<file path="src/rtl/mlp_acc_tree.sv">
// Neuron summation stage: a pipelined sign-magnitude adder tree feeding a multi-beat
// accumulator, with a saturating sign-magnitude output register.
module mlp_acc_tree #(
    parameter int N_IN  = 8,
    parameter int IN_W  = 15,
    parameter int OUT_W = 21,
    parameter int ACC_W = 32
) (
    input  logic                 clk,
    input  logic                 rst,
    input  logic                 in_valid,
    input  logic                 in_first,
    input  logic                 in_last,
    input  logic [N_IN*IN_W-1:0] in_data,
    input  logic [IN_W-1:0]      bias,
    output logic                 out_valid,
    output logic [OUT_W-1:0]     out_data,
    output logic                 out_ovf,
    output logic                 err,
    output logic                 dbg_state
);
    localparam int LVL   = $clog2(N_IN);
    localparam int NODES = 2 * N_IN - 1;
    localparam logic [ACC_W-1:0] SAT_MAX = {{(ACC_W-OUT_W+1){1'b0}}, {(OUT_W-1){1'b1}}};

    typedef enum logic {IDLE = 1'b0, ACCUM = 1'b1} state_t;

    function automatic logic [ACC_W-1:0] sm_to_tc(input logic [IN_W-1:0] x);
        logic [ACC_W-1:0] mag;
        mag = {{(ACC_W-IN_W+1){1'b0}}, x[IN_W-2:0]};
        return x[IN_W-1] ? -mag : mag;
    endfunction

    // Heap-ordered tree: leaves at N_IN-1.., node k sums children 2k+1 and 2k+2, root is node 0.
    logic [ACC_W-1:0] tree_q [NODES];
    logic [LVL:0]     sb_v_q, sb_f_q, sb_l_q;
    logic [ACC_W-1:0] sb_bias_q [LVL+1];

    always_ff @(posedge clk or posedge rst) begin
        if (rst) begin
            for (int n = 0; n < NODES; n++) tree_q[n] <= '0;
        end else begin
            for (int k = 0; k < N_IN - 1; k++) tree_q[k] <= tree_q[2*k+1] + tree_q[2*k+2];
            for (int i = 0; i < N_IN; i++) tree_q[N_IN-1+i] <= sm_to_tc(in_data[i*IN_W +: IN_W]);
        end
    end

    always_ff @(posedge clk or posedge rst) begin
        if (rst) begin
            sb_v_q <= '0;
            sb_f_q <= '0;
            sb_l_q <= '0;
            for (int j = 0; j <= LVL; j++) sb_bias_q[j] <= '0;
        end else begin
            sb_v_q       <= {sb_v_q[LVL-1:0], in_valid};
            sb_f_q       <= {sb_f_q[LVL-1:0], in_first};
            sb_l_q       <= {sb_l_q[LVL-1:0], in_last};
            sb_bias_q[0] <= sm_to_tc(bias);
            for (int j = 1; j <= LVL; j++) sb_bias_q[j] <= sb_bias_q[j-1];
        end
    end

    logic             beat_v, beat_f, beat_l;
    logic [ACC_W-1:0] beat_sum, beat_bias;

    assign beat_v    = sb_v_q[LVL];
    assign beat_f    = sb_f_q[LVL];
    assign beat_l    = sb_l_q[LVL];
    assign beat_sum  = tree_q[0];
    assign beat_bias = sb_bias_q[LVL];

    state_t state_q, state_d;
    logic   acc_load, acc_add, fin, proto_err;

    always_ff @(posedge clk or posedge rst) begin
        if (rst) state_q <= IDLE;
        else     state_q <= state_d;
    end

    always_comb begin
        state_d = state_q;
        if (beat_v) begin
            if (beat_f)                         state_d = beat_l ? IDLE : ACCUM;
            else if (state_q == ACCUM && beat_l) state_d = IDLE;
        end
    end

    // A first beat always restarts; a non-first beat outside a vector is dropped.
    always_comb begin
        acc_load  = 1'b0;
        acc_add   = 1'b0;
        fin       = 1'b0;
        proto_err = 1'b0;
        if (beat_v) begin
            case (state_q)
                IDLE: begin
                    if (beat_f) begin
                        acc_load = 1'b1;
                        fin      = beat_l;
                    end else begin
                        proto_err = 1'b1;
                    end
                end
                ACCUM: begin
                    acc_load  = beat_f;
                    proto_err = beat_f;
                    acc_add   = ~beat_f;
                    fin       = beat_l;
                end
                default: ;
            endcase
        end
    end

    assign dbg_state = state_q;

    logic [ACC_W-1:0] acc_q;
    logic             done_q, err_pend_q;

    always_ff @(posedge clk or posedge rst) begin
        if (rst) begin
            acc_q      <= '0;
            done_q     <= 1'b0;
            err_pend_q <= 1'b0;
        end else begin
            if (acc_load)     acc_q <= beat_sum + beat_bias;
            else if (acc_add) acc_q <= acc_q + beat_sum;
            done_q     <= fin;
            err_pend_q <= proto_err;
        end
    end

    logic             acc_neg, sat;
    logic [ACC_W-1:0] acc_mag;
    logic [OUT_W-2:0] mag_sat;

    assign acc_neg = acc_q[ACC_W-1];
    assign acc_mag = acc_neg ? -acc_q : acc_q;
    assign sat     = acc_mag > SAT_MAX;
    assign mag_sat = sat ? {(OUT_W-1){1'b1}} : acc_mag[OUT_W-2:0];

    logic             cv_valid_q, cv_ovf_q, err_q;
    logic [OUT_W-1:0] cv_data_q;
    logic             out_valid_q, out_ovf_q;
    logic [OUT_W-1:0] out_data_q;

    always_ff @(posedge clk or posedge rst) begin
        if (rst) begin
            cv_valid_q  <= 1'b0;
            cv_data_q   <= '0;
            cv_ovf_q    <= 1'b0;
            err_q       <= 1'b0;
            out_valid_q <= 1'b0;
            out_data_q  <= '0;
            out_ovf_q   <= 1'b0;
        end else begin
            cv_valid_q  <= done_q;
            err_q       <= err_pend_q;
            if (done_q) begin
                cv_data_q <= {acc_neg, mag_sat};
                cv_ovf_q  <= sat;
            end
            out_valid_q <= cv_valid_q;
            if (cv_valid_q) begin
                out_data_q <= cv_data_q;
                out_ovf_q  <= cv_ovf_q;
            end
        end
    end

    assign out_valid = out_valid_q;
    assign out_data  = out_data_q;
    assign out_ovf   = out_ovf_q;
    assign err       = err_q;
endmodule

</file>
<file path="config.mk">
export PLATFORM = sky130hd
export DESIGN_NAME = mlp_acc_tree
export DESIGN_NICKNAME = d
export VERILOG_FILES = /design/src/rtl/mlp_acc_tree.sv
export SDC_FILE = /design/constraint.sdc
export NUM_CORES = 1
export LEC_CHECK = 0
export CORE_MARGIN = 8
export CORE_UTILIZATION = 42
export DETAILED_ROUTE_END_ITERATION = 10
export MAX_ROUTING_LAYER = met4
export PLACE_DENSITY = 0.55
export SLEW_MARGIN = 20
export SYNTH_ARGS = -nofsm -noshare
export SYNTH_HDL_FRONTEND = slang
export SYNTH_SLANG_ARGS = --single-unit
</file>
<file path="constraint.sdc">
create_clock -name clk -period 28.9 [get_ports clk]
set_clock_uncertainty 0.2 [all_clocks]
set_input_delay 5.78 -clock clk [delete_from_list [all_inputs] [get_ports clk]]
set_output_delay 5.78 -clock clk [all_outputs]
set_load 0.05 [all_outputs]
</file>
# After elaboration in Yosys (flattened, before gate mapping)
# Index checks and enable logic that the tools add are counted.
[totals]
elab_cells = 86
regBits = 702
output_inout_bits = 25
[op_classes]
order_cmp = 1
bitwise_logic = 2
n_reduce_logical = 4
muxes = 27
n_addsub = 19
[ops]
columns = ["op", "count"]
rows = [
  ["2-to-1 mux 32 bit", 12],
  ["adder 32 bit", 9],
  ["negator 14 -> 32 bit", 9],
  ["greater-than comparator 32 x 20 -> 1 bit (second input constant)", 1],
  ["negator 32 bit", 1],
  ["2-to-1 mux 20 bit", 1],
  ["2-to-1 mux 1 bit", 11],
  ["case mux 1 bit (2 select lines)", 3],
  ["nonzero test 2 bit", 2],
  ["NOT 1 bit", 2],
  ["AND reduction 2 bit", 1],
  ["logical AND 1 bit", 1],
]

# Longest topological paths before layout
[depth]
ltp_word = 5
ltp_mapped = 16
depth_no_buf = 14

# Least setup slack after synthesis
# OpenSTA, ideal clock, no wires.
[synth_path]
path_kind = "input to register"
start = "input in_data[96]"
end = "register tree_q[45] (netlist bit)"
t_arrival_ps = 7421
path_buffers = 0
stages = 7
path_slack_ps = 21145
path_cell_list = "or4_1 -> nor4_1 -> nand4_1 -> nor3_1 -> ha_1 -> nand2_1 -> o21ai_0"
[synth_via]
elab_chain_len = 2
[synth_lines]
columns = ["item", "line_no", "text"]
rows = [
  ["start, declared", "14", "input logic [N_IN*IN_W-1:0] in_data,"],
  ["negator 14 -> 32 bit", "31", "return x[IN_W-1] ? -mag : mag;"],
  ["2-to-1 mux 32 bit", "31", ""],
  ["end, declared", "35", "logic [ACC_W-1:0] tree_q [NODES];"],
]
# No other way between the ends.
# A chain may end at the register's enable or synchronous reset.

==> metrics.md <==
| Metric | Value |
|---|---|
| Vias in the first global route | `24800` |
| Distinct cells, synth | `85` |
| Post-synthesis cell count | `3291` |
| Post-Place Cells | `4397` |
| Initial core utilization | `42.5%` |
| Pleak | `16.9 nW` |
| Die area | `0.0910 mm2` |
| Pint | `2.35 mW` |
| Clk pwr share | `25.8%` |
| Worst skew pair latency | `0.63 ns` |
| Port bufs | `164` |
| CP Buf/Inv Count | `4` |
| Top FF cell, synth | `dfrtp_1` |
| Worst-case clock buffer depth | `3` |
| Sequential share of power | `32.8%` |
| Sw Share | `37.9%` |
| CP startpoint kind | `input port` |
| EDFF count, synth | `0` |
| Reg2reg setup slack | `23.99 ns` |
| Wire length per cell | `18.5 um` |
| Hold endpoint | `sb_bias_q[68]` |
| Number of setup buffers added after CTS | `0` |
| Max cap viols | `0` |
| Post-Syn Nets | `3691` |
| Ys Warns | `0` |
| Worst r2r path cells | `15` |
| Synthesized area | `0.0343 mm2` |
| Top delay family on crit path | `buffers and inverters` |
| Share of total power in combinational logic | `41.4%` |
| Die Height | `302 um` |
| Synth top area share | `46.9%` |
| Fin. max-slew vios | `0` |
| Crit path largest cell delay | `0.83 ns` |
| FF-to-FF End | `acc_q[30]` |
| Layout cell share with drive strength beyond 1 | `6.71%` |
| Initial antenna violation count | `3` |
| Chip Width | `302 um` |
| Worst Tran Pin Value | `1.01 ns` |
| Routed vias/inst | `5.53` |
| Multi-input gate area | `0.0172 mm2` |
| FFs w/ async S/R, synth | `100%` |
| Overflow after GRT | `0` |
| Final Cell Area | `0.0395 mm2` |
| Routed Wire Length | `84.0 mm` |
| FP Rows | `104` |
| Via count | `25100` |
| Crit path DAT | `8.48 ns` |
| Reg2reg start | `sb_v_q[3]` |
| First-pass GRT wire length | `135 mm` |
| Hold crit path type | `flop to flop` |
| Final hold vios | `0` |
| DP Area | `0.0369 mm2` |
| I/O pin count | `165` |
| Required time of the critical path | `29.32 ns` |
| Crit-path slowest cell | `buf_4` |
| Top cells by area, synth | `dfrtp_1, ha_1, xnor2_1, a21oi_1, o21ai_0` |
| Final Wtd Congestion | `0.908` |
| P per Cell Area | `95.8 mW/mm2` |
| Fin cells | `4534` |
| DRT Pass-1 Iters | `5` |
| Routed Antenna Nets | `0` |
| Root Driver | `clkbuf_16` |
| NumNets Final | `3814` |
| Crit share post-route | `27.9%` |
| Part of the Yosys area used for sequential elements | `46.9%` |
| VDD IR max | `0.0000500 V` |
| Clock-pin slew on the worst setup and hold paths | `0.06 ns` |
| Storage cell area | `0.0161 mm2` |
| Seq cells post-synth | `642` |
| Clock H-tree levels | `3` |
| Filler instances | `7325` |
| Setup TNS | `0 ns` |
| CTS Buf Count | `74` |
| CTS tree | `yes` |
| Hold Buf Count CTS | `0` |
| Setup-failing EPs final | `0` |
| CP Capture Type | `asynchronous set/reset pin` |
| Area leader, netlist | `dfrtp_1` |
| Min cycle time layout | `8.06 ns` |
| CTS resizes | `0` |
| GRT Resource Usage Total | `18.8%` |
| F_max | `0.124 GHz` |
| Worst Hold Depth | `0` |
| Status | `complete, no violations` |
| Clk sinks | `642` |
| Avg Inst Size Synth | `10.4 um2` |
| Slew HR | `32.7%` |
| Unrepaired setup endpoints after global routing | `no` |
| Initial DRC count | `1454` |
| Hold WS | `0.128 ns` |
| Number of remaining DRC errors | `0` |
| Largest net degree at the start of global routing | `168` |
| DP HPWL | `64.8 mm` |
| Synth-to-layout area growth | `15.2%` |
| Highest net fanout along the worst path | `167` |
| Hold path startpoint | `sb_bias_q[100]` |
| Worst path cell trace | `clkdlybuf4s50_1 > inv_8 > buf_12 > buf_4` |
| Total core area | `0.0807 mm2` |
| Switching power | `1.43 mW` |
| Antenna Diode Count | `0` |
| Worst Path Class, Setup | `input port to asynchronous set/reset pin` |
==> placed cells by master (no fill, tap or decap), drive strengths merged, types with 12 or more instances in the layout <==
cell	instances
nor3	73
a31oi	36
buf	12
xnor2	236
dfrtp	642
a211oi	21
xor2	63
o21ai	206
nor4	15
o41ai	16
o21bai	34
inv	140
clkdlybuf4s50	164
clkinv	19
o41a	87
nand4	20
or3	34
nor2	187
nand2	224
a21o	99
ha	252
or4	20
o21a	52
nor2b	35
and2	15
clkbuf	98
and3	25
nand2b	42
o31ai	44
mux2	49
nand3	71
o211ai	17
a21oi	231
a21boi	20
==> cells by family (layout without fill, tap and decap cells) <==
family | Yosys count | in the layout | synth area share (%)
muxes | 58 | 58 | 1.87
DFF | 642 | 642 | 46.9
buffers and inverters | 266 | 449 | 3.01
adders and majority gates | 260 | 260 | 9.66
and+or+nand+nor | 797 | 797 | 11.4
AOI/OAI and AO/OA | 969 | 969 | 19.6
xor gates and xnor gates | 299 | 299 | 7.64
==> layer usage <==
layer  share of wire [%]  vias up  wire (um)  track usage [%]
li1                    -    12200          -                -
met2                  46      505      38200             29.1
met4                 3.2        0       2700             5.96
met5                   0        -          0                -
met1                  47    12300      39800             25.4
met3                 3.9      135       3260             2.84
==> Yosys cell counts (7+ instances only) <==
cell,instances
o31a_1,11
and3_1,25
a21oi_2,18
a211oi_1,21
fa_1,8
nor4_1,13
a21boi_0,20
a211o_1,11
or2_2,7
xnor2_1,236
a31oi_1,36
and2_1,15
a21o_1,99
nand4_1,20
o2111ai_1,8
o211ai_1,17
ha_1,252
mux2_2,49
nor3_1,73
nor2b_1,35
inv_1,137
mux2i_1,9
nor2_1,187
nand2_1,224
o41a_1,87
nand2b_1,42
o21ai_0,204
a21oi_1,212
o41ai_1,15
clkbuf_1,115
o21a_1,52
or4_1,18
o21bai_1,34
dfrtp_1,642
xor2_1,63
or3_1,33
a221oi_1,11
nand3_1,70
o31ai_1,44
==> power groups by stage <==
stage	clock network [mW]	logic [mW]	registers, mW
2_1_floorplan	0	1.21	1.18
3_3_place_gp	0	1.53	1.26
3_5_place_dp	0	1.56	1.26
4_1_cts	1.01	1.57	1.25
5_1_grt	1.04	1.76	1.26
6_report	0.975	1.57	1.24
==> worst max-delay path by stage <==
stage               from          end  slack, ns  cells after the start
global placement     rst  tree_q[173]      19.87                      4
finish               rst  tree_q[234]      20.84                      4
detailed placement   rst  tree_q[141]      19.76                      4
CTS                  rst  tree_q[139]      20.42                      4
floorplan            rst     acc_q[0]       4.93                      1
global route         rst  tree_q[205]      20.44                      4
==> metrics by stage <==
step	setup slack, ns	power [mW]	utilization (%)
final	20.84	3.78	49.0
after detailed placement	19.76	2.82	45.7
after global routing	20.44	4.06	49.0
after global placement	19.87	2.80	45.7
after floorplan	4.93	2.39	-
after CTS	20.42	3.82	48.9
==> area by class of cell <==
| cell class | instances | share of cell area, % |
|---|---|---|
| well taps | 1060 | 3.36 |
| clock inverters | 38 | 1.37 |
| flip-flops and latches | 642 | 40.7 |
| repair buffers | 176 | 4.48 |
| clock buffers | 98 | 5.22 |
| multi-input cells | 2383 | 43.6 |
| inverters | 137 | 1.32 |
==> registers in the layout, indices dropped and copies added (netlist names), 4 cells and up <==
register and cells:
sb_bias_q 81, cv_data_q 21, tree_q 408, out_data 21
sb_v_q 4, sb_l_q 4, beat_bias 27, sb_f_q 4
acc_q 32, beat_sum 32
==> worst reg2reg max path, stage by stage, from the launching register on <==
cell and delay, ns:
dfrtp_1 0.55, nand2_1 0.14, buf_4 0.39, mux2_2 0.26, ha_1 0.19, inv_1 0.06
fa_1 0.40, nor2b_1 0.17, o2111ai_1 0.16, a21boi_0 0.47, o311ai_1 0.24, a31oi_1 0.43
o21ai_0 0.27, a31oi_1 0.50, mux2i_1 0.25, nand4_1 0.10
(Power assumes the default switching activity.)
